<file path="src/rtl/hazard_if.sv">
`default_nettype none
// ============================================================================
// Module      : hazard_if
// Description : Bundles the signals between the pipeline and the hazard
//               tracker: decode-stage register fields and the execute-stage
//               redirect on one side, and stall/flush/forward controls plus
//               performance counters on the other.
//   master : pipeline side (drives decode fields and PCSrcE)
//   slave  : hazard tracker side (drives stall/flush/forward and counters)
// Revision    : 1.0 - initial release
// ============================================================================
interface hazard_if #(
   parameter int REG_ADDR_WIDTH = 5,
   parameter int CNT_WIDTH      = 32
);
   logic                      ValidD;
   logic [REG_ADDR_WIDTH-1:0] Rs1D;
   logic [REG_ADDR_WIDTH-1:0] Rs2D;
   logic [REG_ADDR_WIDTH-1:0] RdD;
   logic                      RegWriteD;
   logic                      ResultSrcD;
   logic                      PCSrcE;
   logic                      StallF;
   logic                      StallD;
   logic                      FlushD;
   logic                      FlushE;
   logic [1:0]                ForwardAE;
   logic [1:0]                ForwardBE;
   logic [CNT_WIDTH-1:0]      StallCount;
   logic [CNT_WIDTH-1:0]      FlushCount;

   modport master (
      output ValidD, Rs1D, Rs2D, RdD, RegWriteD, ResultSrcD, PCSrcE,
      input  StallF, StallD, FlushD, FlushE, ForwardAE, ForwardBE,
             StallCount, FlushCount
   );

   modport slave (
      input  ValidD, Rs1D, Rs2D, RdD, RegWriteD, ResultSrcD, PCSrcE,
      output StallF, StallD, FlushD, FlushE, ForwardAE, ForwardBE,
             StallCount, FlushCount
   );
endinterface
`default_nettype wire

</file>
<file path="src/rtl/hazard_tracker.sv">
`default_nettype none
// ============================================================================
// Module      : hazard_tracker
// Description : Hazard control for a 5-stage RISC-V pipeline. Keeps a shadow
//               copy of the E/M/W stage destinations, raises load-use stalls
//               and branch/jump flushes, selects execute-stage forwarding and
//               counts stall and flush cycles.
// Ports       : clk  - pipeline clock
//               rst  - asynchronous active-high reset
//               hz   - hazard_if.slave: decode fields, PCSrcE in;
//                      StallF/StallD/FlushD/FlushE, ForwardAE/BE,
//                      StallCount/FlushCount out
// Revision    : 1.0 - initial release
// ============================================================================
module hazard_tracker #(
   parameter int REG_ADDR_WIDTH = 5,
   parameter int CNT_WIDTH      = 32
) (
   input  wire logic clk,
   input  wire logic rst,
   hazard_if.slave   hz
);

   // Shadow pipeline. The load flag only matters in E (load-use detection),
   // so M and W carry just valid, destination and write-enable.
   logic                      r_v_e, r_v_m, r_v_w;
   logic [REG_ADDR_WIDTH-1:0] r_rs1_e, r_rs2_e;
   logic [REG_ADDR_WIDTH-1:0] r_rd_e, r_rd_m, r_rd_w;
   logic                      r_rw_e, r_rw_m, r_rw_w;
   logic                      r_ld_e;

   logic [CNT_WIDTH-1:0]      r_stall_cnt;
   logic [CNT_WIDTH-1:0]      r_flush_cnt;

   logic                      w_wr_m, w_wr_w;
   logic                      w_load_use;
   logic                      w_stall_f, w_stall_d, w_flush_d, w_flush_e;
   logic [1:0]                w_fwd_a, w_fwd_b;

   // x0 is hard-wired zero, so a stage writing it is never a real producer.
   assign w_wr_m = r_v_m & r_rw_m & (r_rd_m != '0);
   assign w_wr_w = r_v_w & r_rw_w & (r_rd_w != '0);

   assign w_load_use = r_v_e & r_ld_e & r_rw_e & (r_rd_e != '0) & hz.ValidD &
                       ((r_rd_e == hz.Rs1D) | (r_rd_e == hz.Rs2D));

   always_comb begin
      w_stall_f = 1'b0;
      w_stall_d = 1'b0;
      w_flush_d = 1'b0;
      w_flush_e = 1'b0;
      w_fwd_a   = 2'b00;
      w_fwd_b   = 2'b00;
      if (!rst) begin
         // A taken redirect makes the decode instruction wrong-path, so
         // flushing takes precedence over stalling it.
         if (hz.PCSrcE) begin
            w_flush_d = 1'b1;
            w_flush_e = 1'b1;
         end else if (w_load_use) begin
            w_stall_f = 1'b1;
            w_stall_d = 1'b1;
            w_flush_e = 1'b1;
         end

         // M is checked first: it holds the younger result.
         if (r_v_e) begin
            if (w_wr_m && (r_rd_m == r_rs1_e))
               w_fwd_a = 2'b10;
            else if (w_wr_w && (r_rd_w == r_rs1_e))
               w_fwd_a = 2'b01;

            if (w_wr_m && (r_rd_m == r_rs2_e))
               w_fwd_b = 2'b10;
            else if (w_wr_w && (r_rd_w == r_rs2_e))
               w_fwd_b = 2'b01;
         end
      end
   end

   assign hz.StallF     = w_stall_f;
   assign hz.StallD     = w_stall_d;
   assign hz.FlushD     = w_flush_d;
   assign hz.FlushE     = w_flush_e;
   assign hz.ForwardAE  = w_fwd_a;
   assign hz.ForwardBE  = w_fwd_b;
   assign hz.StallCount = r_stall_cnt;
   assign hz.FlushCount = r_flush_cnt;

   // The shadow never stalls: a stall simply turns E into a bubble while the
   // real decode register holds its instruction for another cycle.
   always_ff @(posedge clk or posedge rst) begin
      if (rst) begin
         r_v_e   <= 1'b0;
         r_v_m   <= 1'b0;
         r_v_w   <= 1'b0;
         r_rs1_e <= '0;
         r_rs2_e <= '0;
         r_rd_e  <= '0;
         r_rd_m  <= '0;
         r_rd_w  <= '0;
         r_rw_e  <= 1'b0;
         r_rw_m  <= 1'b0;
         r_rw_w  <= 1'b0;
         r_ld_e  <= 1'b0;
      end else begin
         r_v_w   <= r_v_m;
         r_rd_w  <= r_rd_m;
         r_rw_w  <= r_rw_m;
         r_v_m   <= r_v_e;
         r_rd_m  <= r_rd_e;
         r_rw_m  <= r_rw_e;
         r_v_e   <= hz.ValidD & ~w_flush_e;
         r_rs1_e <= hz.Rs1D;
         r_rs2_e <= hz.Rs2D;
         r_rd_e  <= hz.RdD;
         r_rw_e  <= hz.RegWriteD;
         r_ld_e  <= hz.ResultSrcD;
      end
   end

   // Saturating event counters.
   always_ff @(posedge clk or posedge rst) begin
      if (rst) begin
         r_stall_cnt <= '0;
         r_flush_cnt <= '0;
      end else begin
         if (w_stall_d && (r_stall_cnt != '1))
            r_stall_cnt <= r_stall_cnt + 1'b1;
         if (hz.PCSrcE && (r_flush_cnt != '1))
            r_flush_cnt <= r_flush_cnt + 1'b1;
      end
   end

endmodule
`default_nettype wire

</file>
<file path="src/flat_wrapper.sv">
// flat-port wrapper written by rule: the top's interface ports become plain ports
module hazard_tracker_flat 
#(
   parameter int REG_ADDR_WIDTH = 5,
   parameter int CNT_WIDTH      = 32
)
  (clk, rst, hz_ValidD, hz_Rs1D, hz_Rs2D, hz_RdD, hz_RegWriteD, hz_ResultSrcD, hz_PCSrcE, hz_StallF, hz_StallD, hz_FlushD, hz_FlushE, hz_ForwardAE, hz_ForwardBE, hz_StallCount, hz_FlushCount);
  hazard_if #(.REG_ADDR_WIDTH(REG_ADDR_WIDTH), .CNT_WIDTH(CNT_WIDTH)) hz_i ();
  input  wire logic clk;
  input  wire logic rst;
  input wire logic [$bits(hz_i.ValidD)-1:0] hz_ValidD;
  input wire logic [$bits(hz_i.Rs1D)-1:0] hz_Rs1D;
  input wire logic [$bits(hz_i.Rs2D)-1:0] hz_Rs2D;
  input wire logic [$bits(hz_i.RdD)-1:0] hz_RdD;
  input wire logic [$bits(hz_i.RegWriteD)-1:0] hz_RegWriteD;
  input wire logic [$bits(hz_i.ResultSrcD)-1:0] hz_ResultSrcD;
  input wire logic [$bits(hz_i.PCSrcE)-1:0] hz_PCSrcE;
  output wire logic [$bits(hz_i.StallF)-1:0] hz_StallF;
  output wire logic [$bits(hz_i.StallD)-1:0] hz_StallD;
  output wire logic [$bits(hz_i.FlushD)-1:0] hz_FlushD;
  output wire logic [$bits(hz_i.FlushE)-1:0] hz_FlushE;
  output wire logic [$bits(hz_i.ForwardAE)-1:0] hz_ForwardAE;
  output wire logic [$bits(hz_i.ForwardBE)-1:0] hz_ForwardBE;
  output wire logic [$bits(hz_i.StallCount)-1:0] hz_StallCount;
  output wire logic [$bits(hz_i.FlushCount)-1:0] hz_FlushCount;
  assign hz_i.ValidD = hz_ValidD;
  assign hz_i.Rs1D = hz_Rs1D;
  assign hz_i.Rs2D = hz_Rs2D;
  assign hz_i.RdD = hz_RdD;
  assign hz_i.RegWriteD = hz_RegWriteD;
  assign hz_i.ResultSrcD = hz_ResultSrcD;
  assign hz_i.PCSrcE = hz_PCSrcE;
  assign hz_StallF = hz_i.StallF;
  assign hz_StallD = hz_i.StallD;
  assign hz_FlushD = hz_i.FlushD;
  assign hz_FlushE = hz_i.FlushE;
  assign hz_ForwardAE = hz_i.ForwardAE;
  assign hz_ForwardBE = hz_i.ForwardBE;
  assign hz_StallCount = hz_i.StallCount;
  assign hz_FlushCount = hz_i.FlushCount;
  hazard_tracker #(.REG_ADDR_WIDTH(REG_ADDR_WIDTH), .CNT_WIDTH(CNT_WIDTH)) u_core (.clk(clk), .rst(rst), .hz(hz_i));
endmodule
</file>
<file path="config.mk">
export PLATFORM = sky130hd
export DESIGN_NAME = hazard_tracker_flat
export DESIGN_NICKNAME = d
export VERILOG_FILES = /design/src/rtl/hazard_if.sv /design/src/rtl/hazard_tracker.sv /design/src/flat_wrapper.sv
export SDC_FILE = /design/constraint.sdc
export NUM_CORES = 1
export LEC_CHECK = 0
export ABC_CLOCK_PERIOD_IN_PS = 3850
export BUFFER_PORTS_ARGS = -buffer_cell sky130_fd_sc_hd__buf_2
export CAP_MARGIN = 20
export CORE_MARGIN = 2
export CORE_UTILIZATION = 40
export CTS_CLUSTER_DIAMETER = 80
export DETAILED_ROUTE_END_ITERATION = 16
export MAX_ROUTING_LAYER = met4
export PLACE_DENSITY = 0.6
export SETUP_SLACK_MARGIN = 0.1
export SKIP_CTS_REPAIR_TIMING = 1
export SYNTH_ARGS = -nofsm -noshare
export SYNTH_HDL_FRONTEND = slang
export SYNTH_SLANG_ARGS = --single-unit
export TNS_END_PERCENT = 50
</file>
<file path="constraint.sdc">
create_clock -name clk -period 3.85 [get_ports clk]
set_input_delay 0.77 -clock clk [delete_from_list [all_inputs] [get_ports clk]]
set_output_delay 0.77 -clock clk [all_outputs]
set_load 0.02 [all_outputs]
</file>
==> metrics.md <==
| Metric | Value |
|---|---|
| Status | complete, no violations |
| WL per Instance | 15.1 um |
| Largest net degree at the start of global routing | 79 |
| Clock period minus worst slack | 2.97 ns |
| Comb pwr share | 12.5% |
| GRT Residual Overflow | 0 |
| GRT Total Usage | 17.2% |
| Crit end category | output pin |
| Layout Nets | 509 |
| Final wirelength | 9500 um |
| Adder-cell share of the synthesized area | 0.558% |
| Dpl ws | 1.08 ns |
| Total internal power | 0.00140 W |
| Remaining DRCs | 0 |
| # diodes | 0 |
| Initial antenna violation count | 0 |
| Psw | 0.000581 W |
| R2R cell count | 6 |
| Post-DP HPWL | 6920 um |
| Critical setup path kind | flip-flop to output pin |
| Worst Hold Class | flip-flop to flip-flop |
| Crit path max-delay family | simple AND/OR/NAND/NOR gates |
| Clk pwr share | 30.5% |
| Layout cells sized above 1 | 25.9% |
| Min-Delay Path Depth | 0 |
| # port buffers | 92 |
| Synth unique cells | 42 |
| Clk_lat worst skew | 0.36 ns |
| Seq pwr share | 57.0% |
| Mean Syn Cell Area | 11.4 sq um |
| Vias | 3251 |
| CP Buf/Inv Count | 1 |
| Final period utilization | 77.1% |
| Compound-Gate Fraction of Synth Area | 3.26% |
| DRT antenna net count | 0 |
| Post-synth EDFFs | 0 |
| Pre-antenna DRT Iters | 4 |
| Largest family of logic cells by synthesized area | simple AND/OR/NAND/NOR gates |
| Final setup TNS | 0 ns |
| Critical path fanouts, max | 4 |
| Area delta synth->final | 17.1% |
| Seq/Total Area, Yosys | 53.6% |
| First-pass GRT wire length | 15500 um |
| Sink Count | 96 |
| Met3 WL | 549 um |
| Die height | 110 um |
| Max-Cap Viols | 0 |
| Core area | 0.0109 sq mm |
| Fin. Hold Viols | 0 |
| CTS tree | done |
| Slew Limit Headroom | 37.6% |
| Core Rows | 38 |
| WL met2 | 4310 um |
| Slew of the pin with the lowest slew margin | 0.936 ns |
| Worst path slowest cell | or4_1 |
| Clock transition at path regs | 0.10 ns |
| Hold Path Sink | u_core.r_rw_m |
| Netlist Area Pre-Place | 0.00449 sq mm |
| Setup slack, reg-to-reg | 1.32 ns |
| Max-slew violation count | 0 |
| Ys flop type | dfrtp_1 |
| Die Wd | 110 um |
| M1 WL | 4430 um |
| Clk root buf | clkbuf_8 |
| CTS H-tree depth | 3 |
| Post-synthesis mux area share | 0.586% |
| Max Buffers Root-to-Sink | 2 |
| RSZ-0062 raised after global routing | no |
| Worst reg2reg endpoint | u_core.hz.StallCount[1] |
| Most area-consuming cells after synthesis | dfrtp_1, xor2_1, xnor2_1, nor4_1, nand3_1 |
| Initial Util | 41.2% |
| Most common cell in the synthesized netlist | dfrtp_1 |
| Placer Congestion | 0.845 |
| Req. time, crit path | 3.08 ns |
| Synth Area in XOR/XNOR | 17.8% |
| Top Metal Used | met4 |
| FF+latch count, synth | 96 |
| # fillers | 1006 |
| Worst Hold Launch | u_core.r_rw_e |
| Syn Inst Count | 392 |
| Critical-path cell list | or4_1, o211ai_1, nor4_1, nand3_1, nor3b_1, buf_2 |
| Dominant cell type by area after synthesis | dfrtp_1 |
| Post-synth ARST share | 100% |
| Sw frac | 29.3% |
| I/O Pins | 93 |
| PwrDens | 377 mW/mm^2 |
| Final Skew | 0.0134 ns |
| Syn. warnings | 0 |
| Reg2reg start | u_core.hz.StallCount[1] |
| Simple-Gate Fraction of Synth Area | 21.8% |
| Leak pwr | 2.58 nW |
| First DRT Iteration DRCs | 141 |
| Critical Path AT | 2.20 ns |
| CP max stage delay | 0.57 ns |
| Share of the synthesized area in the top cell type | 53.6% |
| Peak Freq | 337 MHz |
| Startpoint Class | flip-flop |
| Post-synth top cells | dfrtp_1, xor2_1, nor4_1, xnor2_1, nand3_1 |
| Vias per inst | 5.15 |
| Final WS setup | 0.883 ns |
| Syn nets | 415 |
| Endpoints failing setup | 0 |
| CTS Buf Count | 9 |
| Die area | 0.0121 sq mm |
| Peak VDD IR | 0.251 mV |
| Vias in the first global route | 3102 |
[final cells by class]
| class | count | area [sq um] | area share (%) |
|---|---|---|---|
| clock buffers | 10 | 128 | 2.43 |
| clock inverters | 6 | 51.3 | 0.977 |
| inverters | 6 | 26.3 | 0.500 |
| multi-input cells | 277 | 1980 | 37.7 |
| flip-flops and latches | 96 | 2400 | 45.7 |
| well taps | 140 | 175 | 3.34 |
| repair buffers | 96 | 490 | 9.34 |
[worst max-delay path by stage]
stage	from	depth (start not counted)	endpoint	slack [ns]
2_1_floorplan	rst	3	hz_ForwardAE[1]	0.56
3_3_place_gp	hz_Rs1D[1]	7	hz_StallD	1.10
3_5_place_dp	hz_Rs1D[1]	7	hz_StallF	1.08
4_1_cts	u_core.r_rd_m[0]	6	hz_ForwardBE[0]	0.85
5_1_grt	u_core.r_rd_m[0]	6	hz_ForwardBE[0]	0.68
6_report	u_core.r_rd_m[0]	6	hz_ForwardBE[0]	0.88
[sequential cells by signal (all words and copies together) (netlist names)]
signal / cells
u_core.r_v_w: 1
u_core.r_rs2_e: 5
u_core.r_rs1_e: 5
u_core.hz.FlushCount: 32
u_core.r_v_e: 1
u_core.r_ld_e: 1
u_core.hz.StallCount: 32
u_core.r_rw_e: 1
u_core.r_rd_w: 5
u_core.r_v_m: 1
u_core.r_rw_m: 1
u_core.r_rd_e: 5
u_core.r_rd_m: 5
u_core.r_rw_w: 1
[through the flow]
| step | utilization (%) | instances | power [W] | instance area, sq um | hold slack (ns) |
|---|---|---|---|---|---|
| 2_1_floorplan | - | 392 | 0.00130 | 4490 | 0.347 |
| 3_3_place_gp | 46.6 | 615 | 0.00139 | 5070 | 0.356 |
| 3_5_place_dp | 46.6 | 615 | 0.00140 | 5070 | 0.356 |
| 4_1_cts | 48.2 | 631 | 0.00201 | 5250 | 0.379 |
| 5_1_grt | 48.2 | 631 | 0.00209 | 5250 | 0.394 |
| 6_report | 48.2 | 631 | 0.00198 | 5250 | 0.385 |
[cells by family after synthesis]
logic type                 Yosys count
muxes                                2
DFF                                 96
buffers and inverters               19
and+or+nand+nor                    167
xor gates and xnor gates            91
adders and majority gates            2
AOI/OAI and AO/OA                   15
[worst register-to-register path, stage by stage, from the launching register on]
cell and delay (ns):
dfrtp_1 0.43, ha_1 0.22, nand4_1 0.22, or3_1 0.52, nor4_4 0.59, nor3_2 0.13, mux2_4 0.32
[power groups by stage]
stage          Combinational [W]  Clock (W)  Sequential (W)
2_1_floorplan           0.000119          0         0.00118
3_3_place_gp            0.000250          0         0.00114
3_5_place_dp            0.000252          0         0.00115
4_1_cts                 0.000253   0.000630         0.00113
5_1_grt                 0.000274   0.000676         0.00114
6_report                0.000247   0.000605         0.00113
[per-layer routing]
layer / vias up / track usage (%)
li1: 1574 / -
met1: 1570 / 23.4
met2: 89 / 24.6
met3: 18 / 4.39
met4: 0 / 6.60
met5: - / -
[cell usage in the layout, fill, tap and decap left out, drive strengths merged, types with 3 or more instances in the layout]
cell type,count
buf,96
nor3b,5
dfrtp,96
or4,4
or3,3
nand3,25
and4,3
nand2,22
nor2,20
or2,4
nor4,33
xnor2,26
xor2,65
and3,8
nand4,16
clkbuf,10
o2111ai,3
inv,8
nor4b,4
nor3,15
No activity file was read; power rests on OpenSTA's default activity.
